**config.mk**
```make
export PLATFORM = sky130hd
export DESIGN_NAME = button_conditioner
export DESIGN_NICKNAME = d
export VERILOG_FILES = /design/src/rtl/btn_pkg.sv /design/src/rtl/btn_debounce.sv /design/src/rtl/button_conditioner.sv
export SDC_FILE = /design/constraint.sdc
export NUM_CORES = 1
export LEC_CHECK = 0
export ABC_AREA = 0
export CAP_MARGIN = 5
export CORE_ASPECT_RATIO = 1.2
export CORE_UTILIZATION = 60
export CTS_CLUSTER_SIZE = 40
export DETAILED_ROUTE_END_ITERATION = 8
export DONT_BUFFER_PORTS = 1
export PLACE_DENSITY = 0.76
export SLEW_MARGIN = 20
export SYNTH_ARGS = -nofsm -noshare
export SYNTH_HDL_FRONTEND = slang
export SYNTH_SLANG_ARGS = --single-unit
```
**constraint.sdc**
```tcl
create_clock -name clk -period 2.9 [get_ports clk]
set_input_delay 0.58 -clock clk [delete_from_list [all_inputs] [get_ports clk]]
set_output_delay 0.58 -clock clk [all_outputs]
set_load 0.01 [all_outputs]
```
**src/rtl/btn_pkg.sv**
```systemverilog
// Shared constants for the push-button conditioner: channel indices into the
// {c,l,r,u,d} vectors, 100 MHz default counts and the auto-repeat state type.
package btn_pkg;
  localparam int NUM_BTN = 5;
  localparam int IDX_C = 4;
  localparam int IDX_L = 3;
  localparam int IDX_R = 2;
  localparam int IDX_U = 1;
  localparam int IDX_D = 0;

  localparam int DEF_DEBOUNCE      = 1_000_000;
  localparam int DEF_REPEAT_DELAY  = 50_000_000;
  localparam int DEF_REPEAT_PERIOD = 20_000_000;

  typedef enum logic [1:0] {
    RPT_IDLE,
    RPT_DELAY,
    RPT_REPEAT
  } rpt_state_e;
endpackage

```
**src/rtl/btn_debounce.sv**
```systemverilog
// One button: two-flop synchronizer, counter debounce and registered press pulse.
// rpt_i lets the parent fold auto-repeat strobes into the same output register.
module btn_debounce
  import btn_pkg::*;
#(
  parameter int DEBOUNCE_CYCLES = DEF_DEBOUNCE
) (
  input  logic clk,
  input  logic rst_n,
  input  logic raw_i,
  input  logic rpt_i,
  output logic level_o,
  output logic lvl_nxt_o,
  output logic pulse_o
);
  localparam int             DW      = $clog2(DEBOUNCE_CYCLES + 1);
  localparam logic [DW-1:0] DB_LAST = DW'(DEBOUNCE_CYCLES - 1);

  logic          s1_q, s2_q;
  logic          level_q, level_d;
  logic          pulse_q, pulse_d;
  logic [DW-1:0] cnt_q, cnt_d;

  always_comb begin
    level_d = level_q;
    cnt_d   = '0;
    if (s2_q != level_q) begin
      if (cnt_q == DB_LAST) level_d = s2_q;
      else                  cnt_d   = cnt_q + DW'(1);
    end
    // Only the 0->1 level change is a press; releases stay silent.
    pulse_d = (~level_q & level_d) | rpt_i;
  end

  always_ff @(posedge clk or negedge rst_n) begin
    if (!rst_n) begin
      s1_q    <= 1'b0;
      s2_q    <= 1'b0;
      level_q <= 1'b0;
      cnt_q   <= '0;
      pulse_q <= 1'b0;
    end else begin
      s1_q    <= raw_i;
      s2_q    <= s1_q;
      level_q <= level_d;
      cnt_q   <= cnt_d;
      pulse_q <= pulse_d;
    end
  end

  assign level_o   = level_q;
  assign lvl_nxt_o = level_d;
  assign pulse_o   = pulse_q;
endmodule

```
**src/rtl/button_conditioner.sv**
```systemverilog
// Five debounced push-buttons with single-cycle press pulses; up and down
// auto-repeat while held so the adjust logic keeps stepping.
module button_conditioner
  import btn_pkg::*;
#(
  parameter int DEBOUNCE_CYCLES = DEF_DEBOUNCE,
  parameter int REPEAT_DELAY    = DEF_REPEAT_DELAY,
  parameter int REPEAT_PERIOD   = DEF_REPEAT_PERIOD
) (
  input  logic               clk,
  input  logic               rst_n,
  input  logic               btn_c,
  input  logic               btn_l,
  input  logic               btn_r,
  input  logic               btn_u,
  input  logic               btn_d,
  output logic               c,
  output logic               l,
  output logic               r,
  output logic               u,
  output logic               d,
  output logic [NUM_BTN-1:0] btn_level
);
  localparam int             RMAX        = (REPEAT_DELAY > REPEAT_PERIOD) ? REPEAT_DELAY : REPEAT_PERIOD;
  localparam int             CW          = $clog2(RMAX + 1);
  localparam bit             RPT_EN      = (REPEAT_DELAY > 0);
  localparam logic [CW-1:0] DELAY_LOAD  = RPT_EN ? CW'(REPEAT_DELAY - 1) : '0;
  localparam logic [CW-1:0] PERIOD_LOAD = CW'(REPEAT_PERIOD - 1);

  logic [NUM_BTN-1:0] raw, pulse;

  assign raw = {btn_c, btn_l, btn_r, btn_u, btn_d};

  for (genvar i = 0; i < NUM_BTN; i++) begin : g_btn
    logic lvl, lvl_nxt, rpt;

    btn_debounce #(.DEBOUNCE_CYCLES(DEBOUNCE_CYCLES)) u_db (
      .clk       (clk),
      .rst_n     (rst_n),
      .raw_i     (raw[i]),
      .rpt_i     (rpt),
      .level_o   (lvl),
      .lvl_nxt_o (lvl_nxt),
      .pulse_o   (pulse[i])
    );

    assign btn_level[i] = lvl;

    if (i == IDX_U || i == IDX_D) begin : g_rpt
      rpt_state_e    state_q, state_d;
      logic [CW-1:0] cnt_q, cnt_d;

      always_ff @(posedge clk or negedge rst_n) begin
        if (!rst_n) begin
          state_q <= RPT_IDLE;
          cnt_q   <= '0;
        end else begin
          state_q <= state_d;
          cnt_q   <= cnt_d;
        end
      end

      // Release wins over an expiring counter so no strobe leaks on the release edge.
      always_comb begin
        state_d = state_q;
        cnt_d   = cnt_q;
        rpt     = 1'b0;
        unique case (state_q)
          RPT_IDLE: begin
            if (RPT_EN && !lvl && lvl_nxt) begin
              state_d = RPT_DELAY;
              cnt_d   = DELAY_LOAD;
            end
          end
          RPT_DELAY, RPT_REPEAT: begin
            if (!lvl_nxt) begin
              state_d = RPT_IDLE;
              cnt_d   = '0;
            end else if (cnt_q == '0) begin
              rpt     = 1'b1;
              state_d = RPT_REPEAT;
              cnt_d   = PERIOD_LOAD;
            end else begin
              cnt_d   = cnt_q - CW'(1);
            end
          end
          default: state_d = RPT_IDLE;
        endcase
      end
    end else begin : g_norpt
      logic unused_lvl_nxt;
      assign unused_lvl_nxt = lvl_nxt;
      assign rpt            = 1'b0;
    end
  end

  assign {c, l, r, u, d} = pulse;
endmodule

```
---- After elaboration in Yosys (flattened, before gate mapping) ----
Index checks and enable logic that the tools add are counted.
W data, S select, Z words.
storage, ports and cells
  input port bits ......................... 7
  logic and storage cells ................. 124
  output and inout port bits .............. 10
  bits in registers ....................... 176
cells by class
  add/sub/neg operators ................... 7
  bitwise logic cells ..................... 12
  equal/unequal tests ..................... 18
  reductions and logical operators ........ 16
  mux-type cells .......................... 42
operators by type and width
  operator                 number
  $mux W20                 10
  $mux W26                 6
  $pmux W26 S2             2
  $add A20 B1 Y20 const B  5
  $eq A20 B20 Y1 const B   5
  $logic_not A26 Y1        2
  $sub A26 B1 Y26 const B  2
  $mux W1                  16
  $mux W2                  6
  $pmux W2 S2              2
  $reduce_and A2 Y1        4
  $ne A3 B3 Y1 const B     2
  $and A1 B1 Y1            5
  $ne A1 B1 Y1             5
  $not A1 Y1               5
  $eq A2 B1 Y1 const B     2
  $eq A2 B2 Y1 const B     2
  $logic_not A2 Y1         2
  $ne A2 B2 Y1 const B     2
  $reduce_bool A2 Y1       2
  $reduce_or A2 Y1         2
  $logic_and A1 B1 Y1      2
  $logic_not A1 Y1         2
  $or A1 B1 Y1             2

---- Longest topological paths before layout ----
Gate-level depths: netlist (run 1).
  depth after elaboration ................. 6
  depth in mapped cells ................... 9
  gate-level depth less buffers ........... 8

---- Modules after synthesis ----
A second synthesis (run 1) with hierarchy kept.
second synthesis, totals
  cells, all modules ...................... 958
  area total of the unflattened synthesis .. 9,557.9 µm²
by module, submodules not included
  module              area each (µm²)  seq. area each (µm²)  times used  cells each
  btn_debounce        1,197.4          600.6                 5           111
  button_conditioner  3,570.9          1,401.3               1           403

---- Worst setup path before layout (run 1) ----
Ideal clock, no wire load.
  kind .................................... reg-to-reg
  from .................................... register g_btn[0].g_rpt.cnt_q[15]
  to ...................................... register g_btn[0].g_rpt.state_q[0]
  arrival time ............................ 2,447 ps
  setup time .............................. 77 ps
  required time ........................... 2,823 ps
  setup slack ............................. 376 ps
  clock period less this slack ............ 2,524 ps
  path buffers ............................ 2
  stages on the path, launching flop included .. 8
  cells stage by stage .................... dfrtp_1 or4_4 or4_4 buf_6 or3_4 buf_6 a311o_1 a21oi_1
between the ends
  longest elaborated chain between the ends .. 3
ends and longest elaborated chain
  item                                RTL line                  RTL
  start, declared                     button_conditioner.sv:51  logic [CW-1:0] cnt_q, cnt_d;
  start signal, assigned              button_conditioner.sv:59  cnt_q <= cnt_d;
  $logic_not A26 Y1                   button_conditioner.sv:79  end else if (cnt_q == '0) begin
  $ne A3 B3 Y1 (no source line)       n/a
  $reduce_and A2 Y1 (no source line)  n/a
  end signal, assigned                button_conditioner.sv:58  state_q <= state_d;
  end, declared                       button_conditioner.sv:50  rpt_state_e state_q, state_d;
Every way passes these cells.
A chain may end at the register's enable or synchronous reset.

---- Final worst setup path (run 1) ----
  from .................................... register g_btn[1].g_rpt.cnt_q[0]
  to ...................................... register g_btn[1].g_rpt.cnt_q[20]
between the ends
  longest elaborated chain between the ends .. 4
  elaborated cells between the ends (all ways) .. 5
  those cells by class .................... 1 x add/sub; 3 x mux; 1 x reduce/logical
ends and longest elaborated chain
  item                                                  RTL line                                            RTL
  start, declared                                       button_conditioner.sv:51
  start signal, assigned                                button_conditioner.sv:59
  $sub A26 B1 Y26 or $logic_not A26 Y1 (tied branches)  button_conditioner.sv:84, button_conditioner.sv:79
  $mux W26 *                                            button_conditioner.sv:79
  $mux W26 *                                            button_conditioner.sv:76                            if (!lvl_nxt) begin
  $pmux W26 S2 *                                        button_conditioner.sv:68                            unique case (state_q)
Every way passes the cells marked *; elsewhere a longest branch is shown, timed or not.

==> results.yml, run 1 <==
outcome:
  status: "finished, violations left"
  violations: "hold timing"
clocking:
  root_buffer: "clkbuf_16"
  cts_tree: "done"
  insertion_delay_ns: 0.43
  h-tree-depth: 4
  cts_sinks: 176
  cts-buffers-inserted: 17
  clk_pin_slew_ns: 0.06
  cts_setup_buffers: 0
  cts_buffer_depth: 2
placed_design:
  portBuffers: 0
  dp_cells: 1116
  dpl_cell_area_sq_mm: 0.009166
  gp_congestion: 0.8414
  pre_cts_ws_ns: 0.2491
  dp_hpwl_um: 11400
final_layout:
  multi_input_area_sq_mm: 0.004284
  synthToLayoutAreaGrowth_pct: 8.842
  layoutNonFillerInstCount: 1146
  num-fill-cells: 1128
  final_nets: 953
  seqCellArea_sq_mm: 0.004404
  fin_util: 0.6714
  diodes: 0
  layout-drive-gt1-share: 0.06554
  design_area_sq_mm: 0.009718
drt:
  viasPerCell: 5.838
  ant_nets: 0
  firstDrtPassIters: 4
  num_vias: 6690
  drc_errors: 0
  drt_wl_total_um: 17290
  drt_iter0_markers: 493
  wl_per_cell_um: 15.08
grt:
  antenna_found_initial: 0
  grt_max_degree: 177
  grt_usage: 0.2435
  grt_pass1_wl_um: 30200
  grt_pass1_vias: 6515
  overflow: 0
synth:
  synth_ff_type: "dfrtp_1"
  synth_top_area_frac: 0.4933
  synth_area_leaders: "dfrtp_1 (49%), nor2_1 (6.5%), xor2_1 (6.5%)"
  synth_nets: 946
  syn_area_sq_mm: 0.008929
  synth-adder-area-share: 0.01541
  synth_top_cell_by_area: "dfrtp_1"
  avgSynthCellArea_sq_um: 9.621
  synth_edf_count: 0
  synthSimpleGateAreaFrac: 0.2454
  synth_cells: 928
  yosys_warnings: 0
  muxShareOfSynthArea: 0.006026
  synthArstFlopShare: 1.000
  synth_xor_area_frac: 0.09515
  ys_types: 69
  synth_seq_cells: 176
  yosysSeqAreaShare: 0.4933
  synth-compound-area-share: 0.1166
  synth_top_family_by_area: "simple AND/OR/NAND/NOR gates"
setup_path:
  endpoint_kind: "register"
  cp.arrival_ns: 2.89
  worstPathRequired_ns: 3.21
  crit_type: "register to register"
  worst-r2r-setup-slack_ns: 0.33
  cp_slowest_stage_delay_ns: 0.47
  crit_path_max_fanout: 6
  critical-path-slowest-cell: "or3_1"
  critPathLaunchType: "register"
  cp_cell_sequence: "inv_1 -> ha_1 -> nor3b_2 -> nand4b_1 -> or3_1 -> or4_1 -> o21a_1 -> o22a_1"
die:
  die_y_um: 135.6
  die_w_um: 113.4
  fp-row-count: 48
  core-area_sq_mm: 0.01447
  start_util: 0.6169
  pin_count: 17
  dieArea_sq_mm: 0.01538
power_and_ir_drop:
  power.density_mw_per_mm2: 484.4
  leakage_nw: 4.410
  vdd_drop_max_mv: 0.3638
  p_total_mw: 4.708
sta:
  post-route-period-util: 0.8867
  finalMaxSlewViolations: 0
  timing.final.ws_setup_ns: 0.3285
  fmax_mhz: 388.9
  setup_viol: 0
  hold_viol_final: 176
  min_period_ns: 2.571
  slew_headroom: 0.4325
  fin_skew_ns: 0.006806
  tns_ns: 0
  rsz0062_at_grt: "no"
  hold-worst-slack_ns: -0.1541
  worst_pin_slew_ns: 0.8513
worst_hold_path:
  hold_class: "input port to async pin"
flow_run:
  cap_violations: 0
[layout by cell type, fill, tap and decap left out, drive strengths merged, types with 6 or more instances in the layout]
| cell type | count |
|---|---|
| nand4 | 25 |
| and3 | 15 |
| nor3 | 24 |
| o22a | 19 |
| dfrtp | 176 |
| xor2 | 66 |
| or4 | 11 |
| clkbuf | 21 |
| a211oi | 10 |
| or3 | 16 |
| nor4 | 16 |
| xnor2 | 31 |
| nand2 | 59 |
| and4 | 11 |
| nand4b | 6 |
| o21ai | 17 |
| ha | 11 |
| nand3 | 57 |
| nor2 | 154 |
| a21oi | 53 |
| o21a | 7 |
| inv | 29 |
| nor3b | 6 |
| buf | 17 |
[critical path: cells and delay by family, from the launching register on]
kind | cells | cell delay [ns]
and+or+nand+nor | 4 | 1.37
buffers and inverters | 1 | 0.12
adders and majority gates | 1 | 0.21
AOI/OAI and AO/OA | 2 | 0.36
DFF | 1 | 0.40
[cells in the mapped netlist, drive strengths merged, types with 17 or more instances]
cell type,count
dfrtp,176
xnor2,31
inv,28
nand3,57
nand4,25
xor2,66
clkbuf,19
nor2,154
o21ai,17
o22a,19
a21oi,53
nand2,59
nor3,24
[report_power, final]
group,internal [mW],switching [mW],total (mW),leakage (nW)
clock,1.22,0.928,2.14,0.253
combinational,0.0214,0.0391,0.0605,1.73
sequential,2.48,0.0243,2.50,2.42
total,3.72,0.991,4.71,4.41
[final timing paths]
path | start | to | cells past startpoint
min in group clk | btn_d | g_btn[0].u_db.s1_q | 0
worst max-delay path | g_btn[1].g_rpt.cnt_q[0] | g_btn[1].g_rpt.cnt_q[20] | 8
max in group asynchronous | rst_n | g_btn[1].u_db.cnt_q[15] | 0
worst min-delay path | rst_n | g_btn[4].u_db.cnt_q[2] | 0
worst max register to register | g_btn[1].g_rpt.cnt_q[0] | g_btn[1].g_rpt.cnt_q[20] | 8
worst min register to register | g_btn[3].u_db.s1_q | g_btn[3].u_db.s2_q | 0
[layout make-up]
cell class | count | area share
Clock buffer | 21 | 0.04738
Clock inverter | 9 | 0.008884
Inverter | 28 | 0.01082
Multi-Input combinational cell | 695 | 0.4408
Sequential cell | 176 | 0.4532
Tap cell | 200 | 0.02575
Timing Repair Buffer | 17 | 0.01313
[per-layer routing]
| metal | track usage | share of wire | vias to the layer above |
|---|---|---|---|
| li1 | - | - | 3313 |
| met1 | 0.3168 | 0.47 | 3251 |
| met2 | 0.4090 | 0.49 | 105 |
| met3 | 0.04474 | 0.027 | 21 |
| met4 | 0.08626 | 0.014 | 0 |
| met5 | 0 | 0 | - |
[logic make-up (layout without fill, tap and decap cells)]
| group | Yosys count | in the layout |
|---|---|---|
| fa+ha+maj | 11 | 11 |
| buf+inv | 57 | 75 |
| xor+xnor | 97 | 97 |
| simple gates | 429 | 429 |
| compound gates | 153 | 153 |
| mux | 5 | 5 |
| flops | 176 | 176 |
[registers in the layout, indices dropped and copies added, names as in the netlist]
| name | flops |
|---|---|
| g_btn.u_db.cnt_q | 100 |
| g_btn.g_rpt.cnt_q | 52 |
| g_btn.u_db.level_o | 5 |
| g_btn.u_db.pulse_o | 5 |
| g_btn.u_db.s1_q | 5 |
| g_btn.u_db.s2_q | 5 |
| g_btn.g_rpt.state_q | 4 |
[repair_timing]
item | in CTS | in global routing
endpoints found under the setup margin | 0 | 1
endpoints found under the hold margin | 176 | 176
resized for setup | 0 | 1
(Power assumes the default switching activity.)
==> inputs of run 2 (changes only) <==
--- a/config.mk
+++ b/config.mk
@@ -8,11 +8,10 @@
 export ABC_AREA = 0
 export CAP_MARGIN = 5
 export CORE_ASPECT_RATIO = 1.2
-export CORE_UTILIZATION = 60
+export CORE_UTILIZATION = 23
 export CTS_CLUSTER_SIZE = 40
 export DETAILED_ROUTE_END_ITERATION = 8
 export DONT_BUFFER_PORTS = 1
-export PLACE_DENSITY = 0.76
 export SLEW_MARGIN = 20
 export SYNTH_ARGS = -nofsm -noshare
 export SYNTH_HDL_FRONTEND = slang
==> run 2 against run 1 <==
  * The flow still finishes with violations (hold timing)
  * Register-to-register slack got worse by 0.13 ns
  * Cell area increased by 3.9%
  * First-iteration DRC count increased by 0.61%
  * Setup slack got worse by 0.13 ns
  * Combinational power increased by 2%
  * Sequential power about the same
  * Critical path depth unchanged
  * Clock skew about the same
==> results.yml, run 2 (synthesis results as in run 1) <==
die:
  fp-row-count: 78
  core-area_sq_mm: 0.03806
  dieArea_sq_mm: 0.03961
  pin_count: 17
  die_y_um: 217.8
  start_util: 0.2346
  die_w_um: 181.9
drt:
  num_vias: 6734
  viasPerCell: 4.712
  firstDrtPassIters: 5
  wl_per_cell_um: 12.82
  drc_errors: 0
  ant_nets: 0
  drt_wl_total_um: 18320
  drt_iter0_markers: 496
sta:
  fmax_mhz: 370.3
  post-route-period-util: 0.9312
  tns_ns: 0
  hold_viol_final: 176
  finalMaxSlewViolations: 0
  fin_skew_ns: 0.006340
  min_period_ns: 2.701
  worst_pin_slew_ns: 0.6915
  setup_viol: 0
  rsz0062_at_grt: "no"
  hold-worst-slack_ns: -0.1548
  slew_headroom: 0.5347
final_layout:
  diodes: 0
  multi_input_area_sq_mm: 0.004279
  seqCellArea_sq_mm: 0.004404
  mostFrequentLayoutCells: "dfrtp_1 (176), nor2_1 (154), xor2_1 (66)"
  final_nets: 954
  fin_util: 0.2654
  max_flop_register: "g_btn.u_db.cnt_q"
  layout-drive-gt1-share: 0.06955
  largest_reg_flops: 100
  synthToLayoutAreaGrowth_pct: 13.12
  reg_top3: "g_btn.u_db.cnt_q: 100 flops, g_btn.g_rpt.cnt_q: 52 flops"
  num-fill-cells: 4004
  layout_commonest_cell: "dfrtp_1"
grt:
  antenna_found_initial: 1
  grt_pass1_wl_um: 32510
  grt_pass1_vias: 6753
  overflow: 0
  grt_max_degree: 177
  grt_usage: 0.09915
setup_path:
  critical-path-slowest-cell: "or4_1"
  crit_type: "register to register"
  critPathLaunchType: "register"
  regToRegStartpoint: "g_btn[1].g_rpt.cnt_q[0]"
  cp_cell_sequence: "inv_1 -> ha_1 -> nor3b_1 -> nand4b_1 -> or3_1 -> or4_1 -> o21a_1 -> o22a_1"
  cp.arrival_ns: 3.02
  crit_path_max_fanout: 6
  endpoint_kind: "register"
  cp_slowest_stage_delay_ns: 0.46
  worstPathRequired_ns: 3.22
  cp-startpoint: "g_btn[1].g_rpt.cnt_q[0]"
clocking:
  clk_pin_slew_ns: 0.07
  h-tree-depth: 4
  cts_setup_buffers: 0
  root_buffer: "clkbuf_16"
  post_cts_resized: 0
  cts_buffer_depth: 2
  cts-buffers-inserted: 17
  insertion_delay_ns: 0.44
  cts_tree: "done"
  cts_sinks: 176
outcome:
  violations: "hold timing"
  status: "finished, violations left"
power_and_ir_drop:
  vdd_drop_max_mv: 0.2901
  p_total_mw: 4.828
  leakage_nw: 4.439
  power.density_mw_per_mm2: 478.1
flow_run:
  cap_violations: 0
placed_design:
  dp_hpwl_um: 12120
  portBuffers: 0
  gp_congestion: 0.7952
worst_hold_path:
  hold_class: "input port to async pin"
==> run 2: cell count changes in the layout (fill, tap and decap cells not counted) <==
cell and delta:
clkinv_4 +1, inv_6 +5, inv_8 +3, clkinvlp_4 -3, nor3b_1 +1, clkbuf_1 -2, buf_4 +1, clkbuf_8 -2
nor3b_2 -1
==> run 2: path summary, 6_finish.rpt <==
kind / depth (start not counted) / end / slack (ns)
setup / recovery: 8 / g_btn[1].g_rpt.cnt_q[20] / 0.20
hold / removal: 0 / g_btn[0].g_rpt.cnt_q[19] / -0.15
setup reg to reg: 8 / g_btn[1].g_rpt.cnt_q[20] / 0.20
hold reg to reg: 0 / g_btn[0].u_db.s2_q / 0.35
max in group asynchronous: 0 / g_btn[1].g_rpt.cnt_q[0] / 2.70
min in group clk: 0 / g_btn[1].u_db.s1_q / 0.17
==> run 2: worst max-delay path: cells and delay by family (launching register included) <==
family | cells | cell delay [ns]
AO/OA/AOI/OAI | 2 | 0.38
buffers and inverters | 1 | 0.13
flip-flops | 1 | 0.40
adder cells (fa/ha/maj) | 1 | 0.22
AND/OR/NAND/NOR | 4 | 1.48
==> run 2: power breakdown <==
| part | internal, mW | switching, mW | leakage [nW] |
|---|---|---|---|
| sequential | 2.48 | 0.0250 | 2.42 |
| clock | 1.21 | 1.05 | 0.281 |
| combinational | 0.0226 | 0.0392 | 1.73 |
==> run 2: layout make-up <==
type | instances | share of cell area
clock buffers | 17 | 0.04212
clock inverters | 15 | 0.01487
inverters | 28 | 0.01041
multi-input cells | 695 | 0.4237
flip-flops and latches | 176 | 0.4361
well taps | 480 | 0.05946
repair buffers | 18 | 0.01338
==> run 2: per-stage QoR <==
step	hold WS [ns]	std cells	area, sq um	setup slack [ns]
floorplan	0.2844	928	8929	0.3756
global placement	0.2923	1397	9524	0.3261
detailed placement	0.2885	1397	9524	0.2484
CTS	-0.1898	1429	10100	0.2269
global route	-0.1888	1429	10100	0.06050
finish	-0.1548	1429	10100	0.1995
==> run 2: layer usage <==
layer  part of all wire  GRT usage  vias to the layer above
li1                   -          -                     3323
met2               0.48     0.1686                       77
met3              0.030    0.02355                       21
met5            0.00093          0                        -
met1               0.47     0.1211                     3311
met4              0.017    0.03782                        2
